$ cat src/rtl/irq_dispatch_ctrl_pkg.sv
// Shared types and helpers for the interrupt dispatch sequencer.
// Optional rotating priority: define IRQ_ROUND_ROBIN_EN.
package irq_pkg;

  localparam int NUM_IRQ_DEF = 4;

  typedef enum logic [1:0] {
    IDLE,
    REQ,
    SERVICE
  } state_t;

  function automatic int irq_num(int idx, int n);
    return n - 1 - idx;
  endfunction

endpackage

$ cat src/rtl/irq_dispatch_ctrl_if.sv
// CPU-side interrupt handshake: present/ack, then service/eoi.
// master = dispatcher, slave = CPU.
interface irq_dispatch_ctrl_if #(
  parameter int NUM_IRQ = 4
);
  localparam int ID_W = $clog2(NUM_IRQ);

  logic            int_valid;
  logic [ID_W-1:0] int_id;
  logic            in_service;
  logic            int_ack;
  logic            int_eoi;

  modport master (
    output int_valid,
    output int_id,
    output in_service,
    input  int_ack,
    input  int_eoi
  );

  modport slave (
    input  int_valid,
    input  int_id,
    input  in_service,
    output int_ack,
    output int_eoi
  );
endinterface

$ cat src/rtl/irq_dispatch_ctrl_prio_enc.sv
// First set bit of req at or after start, wrapping modulo N.
// A start of zero gives plain lowest-index priority.
module irq_prio_enc #(
  parameter  int N = 4,
  localparam int W = $clog2(N)
) (
  input  logic [N-1:0] req,
  input  logic [W-1:0] start,
  output logic         found,
  output logic [W-1:0] id
);

  logic [W-1:0] idx;

  always_comb begin
    found = 1'b0;
    id    = '0;
    idx   = '0;
    for (int k = 0; k < N; k++) begin
      idx = W'((int'(start) + k) % N);
      if (!found && req[idx]) begin
        found = 1'b1;
        id    = idx;
      end
    end
  end

endmodule

$ cat src/rtl/irq_dispatch_ctrl.sv
// Interrupt dispatch sequencer: edge latch, mask, priority select, ack/eoi FSM.
// Define IRQ_ROUND_ROBIN_EN for rotating priority after each ack.
module irq_dispatch_ctrl
  import irq_pkg::*;
#(
  parameter  int NUM_IRQ = NUM_IRQ_DEF,
  localparam int ID_W    = $clog2(NUM_IRQ)
) (
  input  logic               clk,
  input  logic               reset,
  input  logic [NUM_IRQ-1:0] irq,
  input  logic               mask_wr,
  input  logic [NUM_IRQ-1:0] mask_data,
  irq_dispatch_ctrl_if.master cpu,
  output logic [NUM_IRQ-1:0] pending_q,
  output logic [NUM_IRQ-1:0] mask_q
);

  state_t state_q, state_d;

  logic [ID_W-1:0]    id_q, id_d;
  logic [ID_W-1:0]    sel_id;
  logic [ID_W-1:0]    start;
  logic [NUM_IRQ-1:0] irq_d;
  logic [NUM_IRQ-1:0] act;
  logic [NUM_IRQ-1:0] req_n;
  logic [NUM_IRQ-1:0] id_oh_n;
  logic [NUM_IRQ-1:0] id_oh_b;
  logic [NUM_IRQ-1:0] clr;
  logic               found;
  logic               ack_fire;
  logic               still_en;
  logic               valid;
  logic               in_svc;

  // irq bit order is reversed w.r.t. IRQ numbers
  assign act     = pending_q & mask_q;
  assign id_oh_n = NUM_IRQ'(1) << id_q;

  for (genvar i = 0; i < NUM_IRQ; i++) begin : g_map
    assign req_n[irq_num(i, NUM_IRQ)] = act[i];
    assign id_oh_b[i] = id_oh_n[irq_num(i, NUM_IRQ)];
  end

  assign still_en = |(id_oh_b & mask_q);
  assign clr      = ack_fire ? id_oh_b : '0;

`ifdef IRQ_ROUND_ROBIN_EN
  logic [ID_W-1:0] last_id;

  always_ff @(posedge clk) begin
    if (reset)
      last_id <= ID_W'(NUM_IRQ - 1);
    else if (ack_fire)
      last_id <= id_q;
  end

  assign start = ID_W'((int'(last_id) + 1) % NUM_IRQ);
`else
  assign start = '0;
`endif

  irq_prio_enc #(
    .N (NUM_IRQ)
  ) u_enc (
    .req   (req_n),
    .start (start),
    .found (found),
    .id    (sel_id)
  );

  // lines high across reset release must not pend
  always_ff @(posedge clk) begin
    irq_d <= irq;
  end

  always_ff @(posedge clk) begin
    if (reset) begin
      state_q   <= IDLE;
      id_q      <= '0;
      pending_q <= '0;
      mask_q    <= '0;
    end else begin
      state_q   <= state_d;
      id_q      <= id_d;
      pending_q <= (pending_q & ~clr) | (irq & ~irq_d);
      if (mask_wr)
        mask_q <= mask_data;
    end
  end

  always_comb begin
    state_d  = state_q;
    id_d     = id_q;
    ack_fire = 1'b0;
    valid    = 1'b0;
    in_svc   = 1'b0;
    unique case (state_q)
      IDLE: begin
        if (found) begin
          id_d    = sel_id;
          state_d = REQ;
        end
      end
      REQ: begin
        valid = 1'b1;
        if (cpu.int_ack) begin
          ack_fire = 1'b1;
          state_d  = SERVICE;
        end else if (!still_en) begin
          state_d = IDLE;
        end
      end
      SERVICE: begin
        in_svc = 1'b1;
        if (cpu.int_eoi)
          state_d = IDLE;
      end
      default: state_d = IDLE;
    endcase
  end

  assign cpu.int_valid  = valid;
  assign cpu.int_id     = id_q;
  assign cpu.in_service = in_svc;

endmodule

$ cat src/flat_wrapper.sv
// flat-port wrapper written by rule: the top's interface ports become plain ports
module irq_dispatch_ctrl_flat import irq_pkg::*;
#(
  parameter  int NUM_IRQ = NUM_IRQ_DEF,
  localparam int ID_W    = $clog2(NUM_IRQ)
)
  (clk, reset, irq, mask_wr, mask_data, pending_q, mask_q, cpu_int_valid, cpu_int_id, cpu_in_service, cpu_int_ack, cpu_int_eoi);
  irq_dispatch_ctrl_if #(.NUM_IRQ(NUM_IRQ)) cpu_i ();
  input  logic clk;
  input  logic reset;
  input  logic [NUM_IRQ-1:0] irq;
  input  logic mask_wr;
  input  logic [NUM_IRQ-1:0] mask_data;
  output logic [NUM_IRQ-1:0] pending_q;
  output logic [NUM_IRQ-1:0] mask_q;
  output wire logic [$bits(cpu_i.int_valid)-1:0] cpu_int_valid;
  output wire logic [$bits(cpu_i.int_id)-1:0] cpu_int_id;
  output wire logic [$bits(cpu_i.in_service)-1:0] cpu_in_service;
  input wire logic [$bits(cpu_i.int_ack)-1:0] cpu_int_ack;
  input wire logic [$bits(cpu_i.int_eoi)-1:0] cpu_int_eoi;
  assign cpu_int_valid = cpu_i.int_valid;
  assign cpu_int_id = cpu_i.int_id;
  assign cpu_in_service = cpu_i.in_service;
  assign cpu_i.int_ack = cpu_int_ack;
  assign cpu_i.int_eoi = cpu_int_eoi;
  irq_dispatch_ctrl #(.NUM_IRQ(NUM_IRQ)) u_core (.clk(clk), .reset(reset), .irq(irq), .mask_wr(mask_wr), .mask_data(mask_data), .cpu(cpu_i), .pending_q(pending_q), .mask_q(mask_q));
endmodule
$ cat config.mk
export PLATFORM = sky130hd
export DESIGN_NAME = irq_dispatch_ctrl_flat
export DESIGN_NICKNAME = d
export VERILOG_FILES = /design/src/rtl/irq_dispatch_ctrl_pkg.sv /design/src/rtl/irq_dispatch_ctrl_if.sv /design/src/rtl/irq_dispatch_ctrl_prio_enc.sv /design/src/rtl/irq_dispatch_ctrl.sv /design/src/flat_wrapper.sv
export SDC_FILE = /design/constraint.sdc
export NUM_CORES = 1
export LEC_CHECK = 0
export BUFFER_PORTS_ARGS = -buffer_cell sky130_fd_sc_hd__buf_2
export CAP_MARGIN = 0
export CORE_ASPECT_RATIO = 0.9
export CORE_UTILIZATION = 40
export CTS_BUF_LIST = sky130_fd_sc_hd__clkbuf_16
export DETAILED_ROUTE_END_ITERATION = 8
export MAX_ROUTING_LAYER = met4
export PLACE_DENSITY_LB_ADDON = 0.25
export SETUP_SLACK_MARGIN = 0.1
export SLEW_MARGIN = 5
export SYNTH_ARGS = -nofsm -noshare
export SYNTH_HDL_FRONTEND = slang
export SYNTH_SLANG_ARGS = --single-unit
export TNS_END_PERCENT = 50
$ cat constraint.sdc
create_clock -name clk -period 1.13 [get_ports clk]
set_input_delay 0.2825 -clock clk [delete_from_list [all_inputs] [get_ports clk]]
set_output_delay 0.2825 -clock clk [all_outputs]
set_load 0.005 [all_outputs]
---- Word level (Yosys, flattened, before mapping) ----
Index checks and enable logic that the tools add are counted.
storage, ports and cells
  register bits after elaboration ......... 16
  input port bits ......................... 13
  logic and storage cells ................. 45
cells by class
  eq/ne operators ......................... 5
  shift operators ......................... 1
  multiplexer cells ....................... 17
  bitwise operators ....................... 7
  reduce and logical (&&, ||, !) cells .... 10
operator list
  cell                                                                      count
  4-bit AND                                                                 4
  2-bit two-way mux                                                         6
  1-bit two-way mux                                                         9
  4-bit NOT                                                                 2
  2-bit one-hot mux with 3 select lines                                     1
  4-bit two-way mux                                                         1
  4-bit bitwise OR                                                          1
  4-bit OR reduction                                                        1
  1-bit by 2-bit << shifter with 4-bit output (first input constant)        1
  1-bit logical AND                                                         3
  1-bit zero test                                                           3
  3-bit inequality test (second input constant)                             1
  3-bit AND reduction                                                       1
  2-bit by 1-bit == test with 1-bit output (second input constant)          1
  2-bit == test (second input constant)                                     1
  2-bit zero test                                                           1
  2-bit by 1-bit inequality test with 1-bit output (second input constant)  1
  2-bit inequality test (second input constant)                             1
  2-bit AND reduction                                                       1

---- Logic depth before layout (Yosys ltp) ----
  word-level depth ........................ 13
  mapped depth ............................ 5

---- Hierarchy ----
A second synthesis with hierarchy kept.
unflattened totals
  cells, all modules ...................... 76
  area total of the unflattened synthesis .. 685.7 um^2
by module, submodules not included
  module             times used  cells each  area an instance (um^2)
  irq_dispatch_ctrl  1           61          608.1
  irq_prio_enc       1           15          77.6

---- Least setup slack after synthesis ----
Ideal clock, no wire load.
  path type ............................... flip-flop to flip-flop
  start ................................... register u_core.id_q[1] (netlist: u_core.cpu.int_id[1])
  end ..................................... register u_core.state_q[0]
  library setup time ...................... 0.116 ns
  data arrival time ....................... 1.070 ns
  required time ........................... 1.014 ns
  slack ................................... -0.057 ns
  cell stages (with the launch flop) ...... 4
  buffers on the path ..................... 0
  clock period less this slack ............ 1.187 ns
  path through ............................ dfxtp_1 -> mux4_2 -> nand3_1 -> o21ai_1
on the way
  cells in the longest elaborated chain, start to end .. 5
RTL lines
  item                                         line                     source
  start: declaration                           irq_dispatch_ctrl.sv:21  logic [ID_W-1:0] id_q, id_d;
  start signal: assignment                     irq_dispatch_ctrl.sv:85  id_q <= id_d;
  1-bit by 2-bit << shifter with 4-bit output  irq_dispatch_ctrl.sv:38  assign id_oh_n = NUM_IRQ'(1) << id_q;
  4-bit AND                                    irq_dispatch_ctrl.sv:45  assign still_en = |(id_oh_b & mask_q);
  4-bit OR reduction                           irq_dispatch_ctrl.sv:45
  3-bit inequality test (no line)              -
  3-bit AND reduction (no line)                -
  end signal: assignment                       irq_dispatch_ctrl.sv:84  state_q <= state_d;
  end: declaration                             irq_dispatch_ctrl.sv:19  state_t state_q, state_d;
Every way passes these cells.
A chain may end at the register's enable or synchronous reset.

---- Worst setup path in the final report ----
  start ................................... register u_core.state_q[0]
  end ..................................... output cpu_int_valid
on the way
  cells in the longest elaborated chain, start to end .. 2
RTL lines
  item                                      line                     source
  2-bit by 1-bit == test with 1-bit output  irq_dispatch_ctrl.sv:98  unique case (state_q)
  1-bit two-way mux                         irq_dispatch_ctrl.sv:98
  end: declaration                          flat_wrapper.sv:16       output wire logic [$bits(cpu_i.int_valid)-1:0] cpu_int_valid;
Every way passes these cells.

==> report_table.html <==
<table>
<tr><th>Metric</th><th>Value</th></tr>
<tr><th colspan="2">Routing</th></tr>
<tr><td>Via density per instance</td><td>5.45</td></tr>
<tr><td>DRT antenna net count</td><td>0</td></tr>
<tr><td>Routed len/inst</td><td>15.5 microns</td></tr>
<tr><td>Iter 0 DRT Violations</td><td>15</td></tr>
<tr><td>DRC viols</td><td>1</td></tr>
<tr><td>Total iterations of the first detailed-routing run</td><td>6</td></tr>
<tr><td>Detailed-route wire length</td><td>1.82 mm</td></tr>
<tr><td>Via total after detailed routing</td><td>approximately 640</td></tr>
<tr><th colspan="2">Global route</th></tr>
<tr><td>First-pass GRT wire length</td><td>between 2 and 3 mm</td></tr>
<tr><td>Maximum number of pins on one net before global-route repair</td><td>11</td></tr>
<tr><td>Layer with the highest usage after global routing</td><td>met2</td></tr>
<tr><td>Number of antenna violations at the first check in global routing</td><td>0</td></tr>
<tr><td>Number of global-route vias before repair</td><td>just under 600</td></tr>
<tr><td>Overflow left after global routing</td><td>0</td></tr>
<tr><td>Met3 usage</td><td>4.61%</td></tr>
<tr><td>GRT Resource Usage Total</td><td>24.6%</td></tr>
<tr><td>Global routing usage on met2</td><td>38.1%</td></tr>
<tr><td>Grt met1 use</td><td>31.1%</td></tr>
<tr><th colspan="2">Final layout</th></tr>
<tr><td>Diodes inserted</td><td>0</td></tr>
<tr><td>Number of nets in the final layout</td><td>between 100 and 150</td></tr>
<tr><td>Design Area, Final</td><td>between 1000 and 1500 sq um</td></tr>
<tr><td>Share of final-layout standard cells stronger than drive strength 1</td><td>64.7%</td></tr>
<tr><td>Number of fill cells in the layout</td><td>95</td></tr>
<tr><td>Most frequent cells in the layout</td><td>buf_2, buf_6, dfxtp_2, buf_4, nor2_1</td></tr>
<tr><td>Register area</td><td>between 300 and 400 sq um</td></tr>
<tr><td>Most common library cell in the layout ignoring fill and taps</td><td>buf_2</td></tr>
<tr><td>Footprint of the multi-input gates</td><td>337 sq um</td></tr>
<tr><td>Layout-stage area growth over the synthesis result</td><td>72.5%</td></tr>
<tr><th colspan="2">Critical path</th></tr>
<tr><td>Category of the most critical setup path</td><td>register to primary output</td></tr>
<tr><td>Arr. time, crit path</td><td>950 ps</td></tr>
<tr><td>Crit path max-delay family</td><td>flip-flops</td></tr>
<tr><td>Kind of capture point of the worst setup path</td><td>primary output</td></tr>
<tr><td>Required time at the endpoint of the critical path</td><td>850 ps</td></tr>
<tr><td>Startpoint kind of the worst setup timing path</td><td>register</td></tr>
<tr><td>Cell Chain, Critical Path</td><td>nor2b_4 &gt; buf_6 &gt; buf_6</td></tr>
<tr><td>Critical path fanouts, max</td><td>3</td></tr>
<tr><td>Most common cell on crit path</td><td>buf_6</td></tr>
<tr><td>Worst path buffer plus inverter count</td><td>2</td></tr>
<tr><td>Worst-path cell with the longest stage delay</td><td>dfxtp_2</td></tr>
<tr><td>Largest stage delay on the critical path</td><td>350 ps</td></tr>
<tr><th colspan="2">Clock network</th></tr>
<tr><td>CTS root buf</td><td>clkbuf_16</td></tr>
<tr><td>Number of buffers inserted by hold repair at cts</td><td>0</td></tr>
<tr><td>Clock Sink Count</td><td>16</td></tr>
<tr><td>Clock tree from TritonCTS</td><td>yes</td></tr>
<tr><td>Clock latency of the later-clocked register in the worst-skew pair</td><td>240 ps</td></tr>
<tr><td>Cts bufs inserted</td><td>3</td></tr>
<tr><td>H-Tree Depth</td><td>1</td></tr>
<tr><td>Maximum count of clock buffers along a single path</td><td>2</td></tr>
<tr><td>Clock Pin Slew Worst Setup and Hold Paths</td><td>~50 ps</td></tr>
<tr><th colspan="2">Timing</th></tr>
<tr><td>Final period util</td><td>109%</td></tr>
<tr><td>Minimum clock period</td><td>1240 ps</td></tr>
<tr><td>Measured slew at the worst slew-check pin</td><td>277 ps</td></tr>
<tr><td>Unrepaired setup endpoints after global routing</td><td>true</td></tr>
<tr><td>Worst Hold Margin</td><td>148 ps</td></tr>
<tr><td>Setup TNS</td><td>-292 ps</td></tr>
<tr><td>Least setup slack across all paths after layout</td><td>-105 ps</td></tr>
<tr><td>Relative slew slack</td><td>81.5%</td></tr>
<tr><td>Final Hold Viols</td><td>0</td></tr>
<tr><td>Pins over their slew limit</td><td>0</td></tr>
<tr><td>Setup violations, final</td><td>6</td></tr>
<tr><td>Maximum clock frequency</td><td>810 MHz</td></tr>
<tr><td>Worst clock skew</td><td>3.11 ps</td></tr>
<tr><th colspan="2">Pwr</th></tr>
<tr><td>Total power draw</td><td>around 1500 uW</td></tr>
<tr><td>Max IR drop VDD</td><td>0.000973 V</td></tr>
<tr><td>Static Leak</td><td>~0.00049 uW</td></tr>
<tr><td>Power per unit of standard cell area</td><td>1420 nW/um^2</td></tr>
<tr><th colspan="2">Synthesis</th></tr>
<tr><td>Total of flip-flops plus latches after synthesis</td><td>16</td></tr>
<tr><td>Ys Warns</td><td>0</td></tr>
<tr><td>Mean area per synthesized cell</td><td>10.1 sq um</td></tr>
<tr><td>Synthesized cell area</td><td>624 sq um</td></tr>
<tr><td>Distinct cells, synth</td><td>23</td></tr>
<tr><td>Post-synthesis instance total</td><td>62</td></tr>
<tr><td>Net count after synthesis</td><td>75</td></tr>
<tr><td>Share of synthesized area occupied by flip-flops and latches</td><td>between 50% and 60%</td></tr>
<tr><th colspan="2">Run</th></tr>
<tr><td>Number of max-cap violations</td><td>0</td></tr>
<tr><th colspan="2">Placed design</th></tr>
<tr><td>PortBufs</td><td>24</td></tr>
<tr><td>Standard cell area after detailed placement</td><td>roughly 840 sq um</td></tr>
<tr><td>Final GP Congestion</td><td>0.800</td></tr>
<tr><td>Worst-case setup slack after placement</td><td>-13.7 ps</td></tr>
<tr><td>Detailed-placement wirelength estimate</td><td>about 1.2 mm</td></tr>
<tr><th colspan="2">Floorplanning</th></tr>
<tr><td>Vertical extent of the die</td><td>39.5 microns</td></tr>
<tr><td>Die Footprint</td><td>between 1500 and 2000 sq um</td></tr>
<tr><td>Die extent in x</td><td>approximately 44 microns</td></tr>
<tr><td>Placement Rows</td><td>13</td></tr>
<tr><td>Starting Density</td><td>43.1%</td></tr>
<tr><td>Core area</td><td>between 1000 and 1500 sq um</td></tr>
<tr><td>I/O pin cnt</td><td>25</td></tr>
<tr><th colspan="2">Status</th></tr>
<tr><td>Status</td><td>finished with violations</td></tr>
<tr><td>Violations in the final reports</td><td>design-rule violations, negative setup slack</td></tr>
<tr><th colspan="2">Hold path</th></tr>
<tr><td>Min-Delay Path Class</td><td>primary input to register</td></tr>
</table>
[kinds of logic (layout without fill, tap and decap cells)]
| group | count (synthesis) | count (layout) | synth area share, % |
|---|---|---|---|
| mux | 5 | 5 | 10.0 |
| flops | 16 | 16 | 51.3 |
| buf+inv | 4 | 44 | 2.60 |
| compound gates | 16 | 16 | 19.0 |
| simple gates | 21 | 21 | 17.0 |
[stage by stage]
stage / std cells / util, %
2_1_floorplan: 62 / -
3_3_place_gp: 107 / 58.3
3_5_place_dp: 107 / 58.3
4_1_cts: 117 / 71.8
5_1_grt: 117 / 74.4
6_report: 117 / 74.4
[power by group]
group          switching, uW  internal, uW  total [uW]
Combinational           90.5           132         222
Sequential              30.7           598         629
Clock                    207           468         675
[final timing paths]
kind | from | to | slack (ps) | cells after the start
worst max-delay path | u_core.state_q[0] | cpu_int_valid | -110 | 3
worst min-delay path | irq[1] | u_core.irq_d[1] | 150 | 1
worst min register to register | u_core.irq_d[2] | u_core.pending_q[2] | 480 | 2
worst max register to register | u_core.state_q[0] | u_core.pending_q[1] | -50 | 6
[metal layers]
layer	vias up	wire length (microns)
li1	302	-
met1	320	851
met2	14	895
met3	2	54
met4	0	17
met5	-	0
[timing repair]
item | CTS | global route
pin swaps | 10 | 7
setup buffers | 6 | 0
gates resized for setup | 23 | 10
setup endpoints to repair | 17 | 18
[area by class of cell]
cell class              instances  area share (%)
repair buffers                 39            27.5
clock buffers                   3            6.97
inverters                       1           0.348
well taps                      15            1.74
clock inverters                 1           0.348
flip-flops and latches         16            31.8
multi-input cells              42            31.2
[worst reg2reg max path: stages, from the launching register on]
cell and delay, ps:
dfxtp_2 350, nor2b_4 170, buf_4 130, buf_4 110, nand4b_1 120, a21oi_2 140, nor2_1 50
[cells in the mapped netlist (all sizes together)]
| library cell | instances | area (sq um) |
|---|---|---|
| mux4 | 1 | 22.5 |
| inv | 1 | 3.75 |
| nand2b | 3 | 18.8 |
| dfxtp | 16 | 320 |
| a32oi | 1 | 8.76 |
| o31ai | 1 | 7.51 |
| a211oi | 1 | 7.51 |
| buf | 1 | 5.00 |
| mux2i | 4 | 40.0 |
| a22o | 2 | 27.5 |
| nor2 | 8 | 30.0 |
| a31o | 1 | 8.76 |
| nand3 | 2 | 10.0 |
| nand4 | 1 | 6.26 |
| nand4b | 1 | 8.76 |
| a21oi | 6 | 30.0 |
| o21ai | 3 | 18.8 |
| a2111oi | 1 | 10.0 |
| clkbuf | 2 | 7.51 |
| nor2b | 4 | 25.0 |
| nand2 | 2 | 7.51 |
[sequential cells by signal, indices dropped and copies added, names as in the netlist]
register,count
u_core.irq_d,4
u_core.cpu.int_id,2
u_core.mask_q,4
u_core.pending_q,4
u_core.state_q,2
Power figures use the tool's default switching activity.
